File: src/rtl/prio_encoder_rr_pkg.sv
// Shared definitions for the registered priority / round-robin encoder:
// arbitration mode encodings, index-width helper and one-hot builder.
package enc_pkg;

  localparam int FIXED_PRIO  = 0;
  localparam int ROUND_ROBIN = 1;
  localparam int MAX_N       = 1024;

  function automatic int idx_width(input int n);
    return (n > 1) ? $clog2(n) : 1;
  endfunction

  function automatic logic [MAX_N-1:0] onehot_of(input int idx, input int n);
    logic [MAX_N-1:0] v;
    v = '0;
    if (idx >= 0 && idx < n) v[idx] = 1'b1;
    return v;
  endfunction

endpackage

File: src/rtl/prio_encoder_rr_pick.sv
// Combinational highest-set-bit finder: returns the index of the top set
// bit of i_vec and whether any bit is set.
module prio_pick #(
  parameter int N = 8,
  parameter int W = 3
) (
  input  logic [N-1:0] i_vec,
  output logic [W-1:0] o_idx,
  output logic         o_any
);

  always_comb begin
    o_idx = '0;
    o_any = 1'b0;
    for (int i = 0; i < N; i++) begin
      if (i_vec[i]) begin
        o_idx = W'(i);
        o_any = 1'b1;
      end
    end
  end

endmodule

File: src/rtl/prio_encoder_rr.sv
// Registered N-to-index encoder with sticky request capture, fixed-priority
// or round-robin selection, and a valid/ready output handshake.
module prio_encoder_rr
  import enc_pkg::*;
#(
  parameter int N       = 8,
  parameter int RR_MODE = FIXED_PRIO
) (
  input  logic                      clk,
  input  logic                      rst,
  input  logic                      en,
  input  logic [N-1:0]              d,
  output logic [idx_width(N)-1:0]   o,
  output logic                      o_valid,
  input  logic                      o_ready,
  output logic                      busy,
  output logic                      ovf,
  input  logic                      ovf_clr
);

  localparam int W = idx_width(N);

  logic [N-1:0] r_pend;
  logic [W-1:0] r_o;
  logic         r_valid;
  logic         r_ovf;

  logic [W-1:0] w_sel;
  logic         w_any;
  logic         w_ld;
  logic [N-1:0] w_ld_mask;
  logic [N-1:0] w_cap;
  logic [N-1:0] w_pend_nxt;
  logic         w_ovf_set;

  generate
    if (RR_MODE == ROUND_ROBIN) begin : g_rr
      logic [W-1:0] r_ptr;
      logic [N-1:0] w_above;
      logic [N-1:0] w_rev_above;
      logic [N-1:0] w_rev_all;
      logic [W-1:0] w_idx_above;
      logic [W-1:0] w_idx_all;
      logic         w_hit_above;
      logic         w_hit_all;

      // Bit-reversal turns "highest set" into "lowest set", so each picker
      // finds the first pending index scanning upward.
      for (genvar g = 0; g < N; g++) begin : g_bits
        assign w_above[g]     = r_pend[g] && (W'(g) > r_ptr);
        assign w_rev_above[g] = w_above[N-1-g];
        assign w_rev_all[g]   = r_pend[N-1-g];
      end

      prio_pick #(.N(N), .W(W)) u_pick_above (
        .i_vec (w_rev_above),
        .o_idx (w_idx_above),
        .o_any (w_hit_above)
      );

      prio_pick #(.N(N), .W(W)) u_pick_wrap (
        .i_vec (w_rev_all),
        .o_idx (w_idx_all),
        .o_any (w_hit_all)
      );

      assign w_any = w_hit_all;
      assign w_sel = w_hit_above ? (W'(N-1) - w_idx_above)
                                 : (W'(N-1) - w_idx_all);

      always_ff @(posedge clk or posedge rst) begin
        if (rst)       r_ptr <= W'(N-1);
        else if (w_ld) r_ptr <= w_sel;
      end
    end else begin : g_fixed
      prio_pick #(.N(N), .W(W)) u_pick (
        .i_vec (r_pend),
        .o_idx (w_sel),
        .o_any (w_any)
      );
    end
  endgenerate

  assign w_ld       = (!r_valid || o_ready) && w_any;
  assign w_ld_mask  = w_ld ? N'(onehot_of(int'(w_sel), N)) : '0;
  assign w_cap      = en ? d : '0;
  // A bit being issued and re-requested on the same edge stays pending.
  assign w_pend_nxt = (r_pend & ~w_ld_mask) | w_cap;
  assign w_ovf_set  = |(w_cap & r_pend & ~w_ld_mask);

  always_ff @(posedge clk or posedge rst) begin
    if (rst) begin
      r_pend  <= '0;
      r_o     <= '0;
      r_valid <= 1'b0;
      r_ovf   <= 1'b0;
    end else begin
      r_pend <= w_pend_nxt;
      if (w_ld) begin
        r_o     <= w_sel;
        r_valid <= 1'b1;
      end else if (r_valid && o_ready) begin
        r_valid <= 1'b0;
      end
      if (w_ovf_set)    r_ovf <= 1'b1;
      else if (ovf_clr) r_ovf <= 1'b0;
    end
  end

  assign o       = r_o;
  assign o_valid = r_valid;
  assign busy    = w_any || r_valid;
  assign ovf     = r_ovf;

endmodule
File: config.mk
export PLATFORM = sky130hd
export DESIGN_NAME = prio_encoder_rr
export DESIGN_NICKNAME = d
export VERILOG_FILES = /design/src/rtl/prio_encoder_rr_pkg.sv /design/src/rtl/prio_encoder_rr_pick.sv /design/src/rtl/prio_encoder_rr.sv
export SDC_FILE = /design/constraint.sdc
export NUM_CORES = 1
export LEC_CHECK = 0
export ABC_AREA = 1
export BUFFER_PORTS_ARGS = -buffer_cell sky130_fd_sc_hd__buf_2
export CAP_MARGIN = 0
export CELL_PAD_IN_SITES_DETAIL_PLACEMENT = 1
export CELL_PAD_IN_SITES_GLOBAL_PLACEMENT = 2
export CORE_MARGIN = 1
export CORE_UTILIZATION = 30
export CTS_CLUSTER_SIZE = 14
export DETAILED_ROUTE_END_ITERATION = 8
export GPL_TIMING_DRIVEN = 0
export PLACE_DENSITY = 0.78
export RECOVER_POWER = 100
export SYNTH_ARGS = -nofsm -noshare
export SYNTH_HDL_FRONTEND = slang
export SYNTH_SLANG_ARGS = --single-unit
export TNS_END_PERCENT = 1
File: constraint.sdc
create_clock -name clk -period 2.1 [get_ports clk]
set_input_delay 0.105 -clock clk [delete_from_list [all_inputs] [get_ports clk]]
set_output_delay 0.105 -clock clk [all_outputs]
set_load 0.1 [all_outputs]
## After elaboration in Yosys (flattened, before gate mapping)

Index checks and enable logic that the tools add are counted.

| operators by class | value |
|---|---|
| magnitude comparators | 2 |
| mux-type cells | 23 |
| bitwise gates (word level) | 5 |
| reductions and logical operators | 9 |

Operators with widths:

| cell | number |
|---|---|
| $and A8 B8 Y8 | 3 |
| $mux W8 | 2 |
| $mux W1 | 14 |
| $mux W3 | 4 |
| $lt A3 B11 Y1 const B | 1 |
| $not A8 Y8 | 1 |
| $or A8 B8 Y8 | 1 |
| $reduce_or A8 Y1 | 1 |
| $mux W2 | 2 |
| $reduce_bool A2 Y1 | 2 |
| $demux W1 S3 | 1 |
| $ge A3 B1 Y1 const B | 1 |
| $logic_and A1 B1 Y1 | 3 |
| $logic_or A1 B1 Y1 | 2 |
| $logic_not A1 Y1 | 1 |

| word-level totals | value |
|---|---|
| register bits | 13 |
| input bits | 13 |
| output and inout port bits | 6 |
| logic and storage cells | 43 |

## Depth between registers and ports, before layout

Gate-level depths: netlist of run 1.

| logic depth | value |
|---|---|
| depth in word-level cells | 16 |
| gate-level depth with buffers | 12 |
| depth with buffers taken out | 12 |

## Hierarchy

A second synthesis of run 1 with hierarchy kept.

| unflattened totals | value |
|---|---|
| cells, all modules | 116 |
| area total of the unflattened synthesis | 769.5 um2 |

By module, submodules not included:

| module | times used | cells each | area an instance (um2) | sequential area each (um2) |
|---|---|---|---|---|
| prio_encoder_rr | 1 | 96 | 691.9 | 325.3 |
| prio_pick | 1 | 20 | 77.6 | 0.0 |

## Worst setup path before layout of run 1

Ideal clock, no wire load.

| timing | value |
|---|---|
| path kind | reg-to-output |
| start | reg r_valid (netlist: o_valid) |
| end | out busy |
| data arrival time | 1,795 ps |
| data required time | 1,995 ps |
| slack | 200 ps |
| cell stages (with the launch flop) | 3 |
| buffers on the path | 0 |
| cell sequence | dfrtp_1 > inv_1 > nand2_1 |

| on the way | value |
|---|---|
| longest elaborated chain between the ends | 1 |

RTL lines:

| item | line | RTL |
|---|---|---|
| start: declaration | prio_encoder_rr.sv:25 | `logic r_valid;` |
| start signal: assignment | prio_encoder_rr.sv:95 | `r_valid <= 1'b0;` |
| start signal: assignment | prio_encoder_rr.sv:101 | `r_valid <= 1'b1;` |
| start signal: assignment | prio_encoder_rr.sv:103 | `r_valid <= 1'b0;` |
| $logic_or A1 B1 Y1 | prio_encoder_rr.sv:112 | `assign busy = w_any \|\| r_valid;` |
| end: declaration | prio_encoder_rr.sv:16 | `output logic busy,` |

Every way passes these cells.

## Worst setup path after layout of run 1

| timing | value |
|---|---|
| start | reg r_pend[4] |
| end | out busy |

| on the way | value |
|---|---|
| longest elaborated chain between the ends | 5 |

RTL lines:

| item | line | RTL |
|---|---|---|
| start: declaration | prio_encoder_rr.sv:23 | `logic [N-1:0] r_pend;` |
| start signal: assignment | prio_encoder_rr.sv:98 | `r_pend <= w_pend_nxt;` |
| $mux W1 (4 in series) | prio_encoder_rr_pick.sv:16 | `if (i_vec[i]) begin` |
| $logic_or A1 B1 Y1 | prio_encoder_rr.sv:112 |  |

Every way passes these cells.

==> results of run 1 <==
through the flow:
step / total power [W] / setup slack, ps / cell area [um2]
after CTS: 0.0006380 / 452.8 / 917.1
after global routing: 0.0006636 / 210.9 / 889.6
after floorplan: 0.0004343 / 200.1 / 760.7
after detailed placement: 0.0004771 / 631.7 / 880.8
after global placement: 0.0004731 / 609.4 / 880.8
final: 0.0006207 / 333.7 / 889.6
routing by layer:
metal | up-vias | global-route usage [%]
met2 | 11 | 25.11
met5 | - | 0
met1 | 325 | 21.09
li1 | 369 | -
met4 | 0 | 5.263
met3 | 2 | 2.609
worst register-to-register path, cell delays in order (launching register included):
cell     delay [ps]
dfrtp_1         430
nor2_1          130
nand2_4         100
nor2_4           50
nor2_1          200
buf_6           190
nand2_1          80
a21oi_1         150
nand2_1          70
nor2_1           90
nand2_1          60
layout make-up:
| cell class | instances | area (um2) | share of cell area [%] |
|---|---|---|---|
| Clock buffer | 4 | 26.28 | 2.954 |
| Sequential cell | 13 | 325.3 | 36.57 |
| Buffer | 2 | 15.01 | 1.688 |
| Multi-Input combinational cell | 76 | 350.3 | 39.38 |
| Inverter | 13 | 48.80 | 5.485 |
| Timing Repair Buffer | 18 | 88.84 | 9.986 |
| Tap cell | 28 | 35.03 | 3.938 |
sequential cells by signal (all words and copies together) (netlist names):
| register | flops |
|---|---|
| r_pend | 8 |
| o_valid | 1 |
| ovf | 1 |
| o | 3 |
cell usage in the layout, fill, tap and decap left out:
| cell type | n |
|---|---|
| buf_2 | 11 |
| o21ai_0 | 1 |
| a21oi_1 | 1 |
| inv_1 | 12 |
| clkbuf_1 | 7 |
| nand2_1 | 37 |
| nor2_4 | 1 |
| a31oi_1 | 3 |
| nand3b_1 | 2 |
| buf_6 | 1 |
| a22o_1 | 1 |
| dfrtp_1 | 13 |
| inv_2 | 1 |
| clkbuf_4 | 3 |
| nand2_4 | 2 |
| dlygate4sd3_1 | 1 |
| nand4_1 | 3 |
| nand3_1 | 4 |
| nor2_2 | 2 |
| o22ai_1 | 1 |
| clkbuf_2 | 1 |
| nor2_1 | 18 |
report_power, final:
part	internal [W]	switching, W	total, W
registers	0.000270	0.0000178	0.000288
logic	0.0000430	0.000131	0.000174
clock network	0.0000736	0.0000848	0.000158
kinds of logic after synthesis:
kind of cell    synth area share [%]
compound gates                 6.251
buf+inv                        8.387
flops                          42.76
simple gates                   42.60
worst max path at each step:
| stage | startpoint | end | depth (start not counted) |
|---|---|---|---|
| after floorplan | o_valid | busy | 2 |
| after global placement | r_pend[5] | ovf | 10 |
| after detailed placement | r_pend[4] | ovf | 8 |
| after CTS | r_pend[4] | busy | 5 |
| after global routing | r_pend[4] | busy | 5 |
| final | r_pend[4] | busy | 5 |
==> out/metrics.cfg, run 1 <==
[clock_network]
cts_root_buf=clkbuf_4
cts_max_level=1
cts_sinks=13
cts_tree=done
cts_resized=0
post_cts_buffers=0
clk_pin_slew_worst_paths_ps=80
postCtsHoldBufs=1
clockBufferDepth=2
clk-insertion-delay-late_ps=270
numCtsBuffers=3

[sta]
relSlewSlack_pct=22.80
slew_viol_final=0
rsz0062_at_grt=false
hold_slack_ps=45.65
max_freq_mhz=566.2
fin_crit_ps=1766
worst_pin_slew_ps=1163
setup_violations=0
finClkSkew_ps=2.148
fin_tns_setup_ps=0
finalCritPeriodShare_pct=84.11
final_hold_viol_count=0

[routing]
via_count=707
wirelength_um=1783
highest_layer=met4
wl_met3_um=52
first_pass_iters=2
first_iter_violations=1
vias_per_cell=4.591
drc=0
ant_nets=0
wirelength_met1_um=894
post_drt_wl_per_cell_um=11.58
wl_met2_um=819

[critical_path]
start_kind=register
required_ps=2000
timing.rr.end=ovf
path_buf_inv=1
cp_slowest_cell=dfrtp_1
end_kind=primary output
crit_path_cell_trace=nor2_1 > nand2_4 > nor2_4 > nand2_1 > clkbuf_2
regToRegSetupSlack_ps=460
critPathMaxStageDelay_ps=440
worstSetupPathType=reg -> out
r2r_cells=10
cp_max_fo=5
crit_family=simple AND/OR/NAND/NOR gates
worstReg2RegStart=r_pend[4]
worstPathArrival_ps=1660

[placed_design]
hpwlAfterDp_um=1471
gp_congestion=0.7557
placedCellCount=149
io_buffers=17

[synth]
syn_area_um2=760.7
ys_ff_latch=13
async_flop_share_pct=100.0
yosys_warnings=0
syn_inst=104
synth_cell_types=20
yosys-top-cells-area=dfrtp_1 (43%), nand2_1 (18%), nor2_1 (7.9%)
synthesis.nets=117
synth-edff-count=0
synth_top_area_share_pct=42.76
synthFlopType=dfrtp_1
synth_common_cells=nand2_1 (36), nor2_1 (16), dfrtp_1 (13), inv_1 (12)
syn_avg_cell_area_um2=7.315
synth_most_common_cell=nand2_1
yosysTopAreaCell=dfrtp_1
ys_seq_area_share_pct=42.76

[power]
ir_drop_v=0.0003382
power.leakage_nw=0.4895
power.density_mw_per_mm2=697.7

[die]
dieArea_mm2=0.002741
design.core.area_mm2=0.002297
chipHeight_um=52.36
num_io_pins=19
rows=17
die_w_um=52.36
start_util_pct=33.12

[hold_path]
min_from=d[0]
min_to=r_pend[0]
hold_path_class=in -> reg
holdPathStages=3

[cells_and_area]
fill_cells=310
nets=140
syn_to_final_growth_pct=16.94
stdcell_count=154
post-route-util_pct=38.73
drive_above_1_share_pct=17.46
n_antenna_cell=0

[grt]
antenna_found_initial=0
grt_pass1_wl_um=3139
gr-total-overflow=0
grt_pass1_vias=706
grt_max_degree=14
grt_use_total_pct=15.68

[job]
drv_cap=0

[outcome]
status=finished clean

Note: power is estimated with default switching activity, not from simulation.
==> run 2: changes to the inputs <==
--- a/config.mk
+++ b/config.mk
@@ -5,17 +5,17 @@
 export SDC_FILE = /design/constraint.sdc
 export NUM_CORES = 1
 export LEC_CHECK = 0
-export ABC_AREA = 1
+export ABC_AREA = 0
 export BUFFER_PORTS_ARGS = -buffer_cell sky130_fd_sc_hd__buf_2
 export CAP_MARGIN = 0
 export CELL_PAD_IN_SITES_DETAIL_PLACEMENT = 1
 export CELL_PAD_IN_SITES_GLOBAL_PLACEMENT = 2
 export CORE_MARGIN = 1
-export CORE_UTILIZATION = 30
+export CORE_UTILIZATION = 26
 export CTS_CLUSTER_SIZE = 14
 export DETAILED_ROUTE_END_ITERATION = 8
 export GPL_TIMING_DRIVEN = 0
-export PLACE_DENSITY = 0.78
+export PLACE_DENSITY = 0.68
 export RECOVER_POWER = 100
 export SYNTH_ARGS = -nofsm -noshare
 export SYNTH_HDL_FRONTEND = slang
==> constraint.sdc (replaced) <==
create_clock -name clk -period 1.61 [get_ports clk]
set_input_delay 0.0805 -clock clk [delete_from_list [all_inputs] [get_ports clk]]
set_output_delay 0.0805 -clock clk [all_outputs]
set_load 0.1 [all_outputs]
==> run 2 against run 1 <==
Compared with the run above: final cell count is 17% lower; clock power increased by 32%; power is 29% higher; largest power group unchanged; routed wire length is 0.84% higher; setup slack got worse by 300 ps; first-iteration DRC count grew to 5.0 times the previous value; critical path depth is 1 lower.
==> out/metrics.cfg, run 2 <==
[outcome]
status=finished clean

[synth]
ys_seq_area_share_pct=47.88  ; +5.1 points
syn_area_um2=679.4  ; -11%
synth_cell_types=30  ; +50%
async_flop_share_pct=100.0  ; unchanged
synth_most_common_cell=dfrtp_1
yosysTopAreaCell=dfrtp_1
synth-edff-count=0  ; unchanged
ys_ff_latch=13  ; unchanged
yosys_warnings=0  ; unchanged
synth_top_area_share_pct=47.88  ; +5.1 points
synth_common_cells=dfrtp_1 (13), inv_1 (7), nand2_1 (7)
syn_inst=71  ; -32%
syn_avg_cell_area_um2=9.569  ; +31%
synthesis.nets=84  ; -28%
synthFlopType=dfrtp_1
yosys-top-cells-area=dfrtp_1 (48%), inv_1 (3.9%), nand2_1 (3.9%)

[critical_path]
end_kind=primary output
required_ps=1530  ; -470 ps
r2r_cells=5  ; -5
crit_path_cell_trace=nor4_4 > buf_4 > nand3b_1 > buf_6
worstReg2RegStart=r_pend[5]
cp_slowest_cell=dfrtp_2
worstPathArrival_ps=1500  ; -160 ps
critPathMaxStageDelay_ps=450  ; about the same
regToRegSetupSlack_ps=40  ; -420 ps
worstSetupPathType=reg -> out
start_kind=register
cp_max_fo=5  ; unchanged
timing.rr.end=ovf

[sta]
relSlewSlack_pct=63.84  ; +41 points
rsz0062_at_grt=true
layout_setup_ws_ps=29.73  ; -304.0 ps
fin_crit_ps=1580
slew_viol_final=0  ; unchanged
finalCritPeriodShare_pct=98.15
final_hold_viol_count=0  ; unchanged
setup_violations=0  ; unchanged
worst_pin_slew_ps=535.4  ; -627.5 ps
max_freq_mhz=632.8
finClkSkew_ps=4.926  ; +2.778 ps

[clock_network]
clk-insertion-delay-late_ps=280  ; about the same
cts_tree=done
numCtsBuffers=3  ; unchanged
cts_sinks=13  ; unchanged
clockBufferDepth=2  ; unchanged
clk_pin_slew_worst_paths_ps=90  ; about the same
cts_root_buf=clkbuf_4
cts_max_level=1  ; unchanged

[cells_and_area]
layout_commonest_cell=buf_2
fill_cells=308  ; -0.65%
multi_input_area_um2=347.8  ; -0.71%
largest_reg_flops=8  ; unchanged
nets=112  ; -20%
final_cell_mix=buf_2 (12), dfrtp_1 (11), nand2_1 (7), inv_1 (7)
post-route-util_pct=36.87  ; -1.9 points
regArea_um2=327.8  ; +0.77%
drive_above_1_share_pct=36.73  ; +19 points
top_register=r_pend
n_antenna_cell=0  ; unchanged
syn_to_final_growth_pct=34.44

[power]
ir_drop_v=0.0003664  ; +8.3%
pwr-share-clk_pct=26.0  ; +0.5 points
switchingPower_w=0.0002893  ; +24%
power.leakage_nw=0.4023  ; -18%
intPower_w=0.0005101  ; +32%
total_power_w=0.0007994  ; +29%
pwr-share-comb_pct=26.0  ; -2.1 points
power.density_mw_per_mm2=875.2  ; +25%
p_seq_share_pct=48.0  ; +1.6 points
p_sw_share_pct=36.19  ; -1.5 points

[routing]
first_pass_iters=4  ; +2
wirelength_um=1798  ; +0.84%
post_drt_wl_per_cell_um=14.05  ; +21%
vias_per_cell=4.938  ; +7.5%
ant_nets=0  ; unchanged
first_iter_violations=5  ; +4
drc=0  ; unchanged
via_count=632  ; -11%

[placed_design]
io_buffers=18  ; +1
post-place-ws_ps=-99.30  ; -731.0 ps
gp_congestion=0.7259  ; -3.9%
hpwlAfterDp_um=1339  ; -9.0%

[grt]
gr-total-overflow=0  ; unchanged
antenna_found_initial=0  ; unchanged
grt_pass1_wl_um=3160  ; +0.67%
grt_use_total_pct=16.32  ; +0.63 points
grt_max_degree=14  ; unchanged
grt_pass1_vias=681  ; -3.5%

[die]
start_util_pct=27.42  ; -5.7 points
rows=18  ; +1
design.core.area_mm2=0.002477  ; +7.8%
chipHeight_um=53.12  ; +1.5%
dieArea_mm2=0.002822  ; +2.9%
num_io_pins=19  ; unchanged
die_w_um=53.12  ; +1.5%

[hold_path]
holdPathStages=3  ; unchanged
hold_path_class=in -> reg
min_from=d[0]
min_to=r_pend[0]

[job]
drv_cap=0  ; unchanged

## run 2: cell count changes after synthesis, moves of 3 or more
cell | before | now
o21ai_0 | 1 | 4
inv_1 | 12 | 7
nand2_1 | 36 | 7
a21oi_1 | 0 | 4
nor2_1 | 16 | 4
nor2_2 | 3 | 0
## run 2: layout make-up
class                   count  share of cell area (%)
multi-input cells          49                   38.08
flip-flops and latches     13                   35.89
repair buffers             24                   15.75
well taps                  30                   4.110
clock buffers               4                   2.877
inverters                   7                   2.877
plain buffers               1                  0.4110
## run 2: critical path: cells and delay by family, from the launching register on
kind	cells	cell delay (ps)
buffers and inverters	2	360
DFF	1	450
and+or+nand+nor	2	410
## run 2: timing repair
| action | CTS | global route |
|---|---|---|
| hold buffers | 1 | 0 |
| endpoints found under the setup margin | 2 | 2 |
| pin swaps | 1 | 4 |
| endpoints found under the hold margin | 13 | 0 |
| setup buffers | 2 | 3 |
| gates resized for setup | 1 | 6 |
## run 2: metrics by stage
stage | cell area [um2] | instances | TNS, ps | hold slack [ps]
after global routing | 913.4 | 128 | -140.1 | 22.16
after global placement | 814.5 | 119 | -82.60 | 150.4
after floorplan | 686.9 | 71 | -168.6 | -42.61
after detailed placement | 814.5 | 119 | -99.30 | 151.4
final | 913.4 | 128 | 0 | 12.84
after CTS | 874.6 | 126 | 0 | 8.172
## run 2: cell families (layout without fill, tap and decap cells)
kind of cell,count (synthesis),count (layout),synth area share [%]
AOI/OAI and AO/OA,24,24,25.60
buffers and inverters,9,36,4.973
DFF,13,13,47.88
and+or+nand+nor,25,25,21.55
## run 2: power groups by stage
stage                     Sequential, W  Combinational, W  Clock, W
after global routing           0.000387          0.000225  0.000234
final                          0.000384          0.000208  0.000208
after CTS                      0.000383          0.000197  0.000215
after global placement         0.000389          0.000191         0
after floorplan                0.000458         0.0000709         0
after detailed placement       0.000390          0.000193         0
## run 2: worst max path at each step
stage,start,end,slack (ps)
6_report,r_pend[5],busy,30
5_1_grt,r_pend[5],busy,-70
4_1_cts,r_pend[1],busy,2
3_5_place_dp,r_pend[5],ovf,-100
3_3_place_gp,r_pend[5],ovf,-80
2_1_floorplan,r_pend[5],busy,-170
## run 2: routing by layer
metal | global-route usage (%) | wire (um) | part of all wire [%] | vias up
li1 | - | - | - | 316
met1 | 20.74 | 905 | 50 | 301
met2 | 25.11 | 805 | 45 | 13
met3 | 5.460 | 73 | 4.1 | 2
met4 | 6.579 | 13 | 0.72 | 0
met5 | 0 | 0 | 0 | -
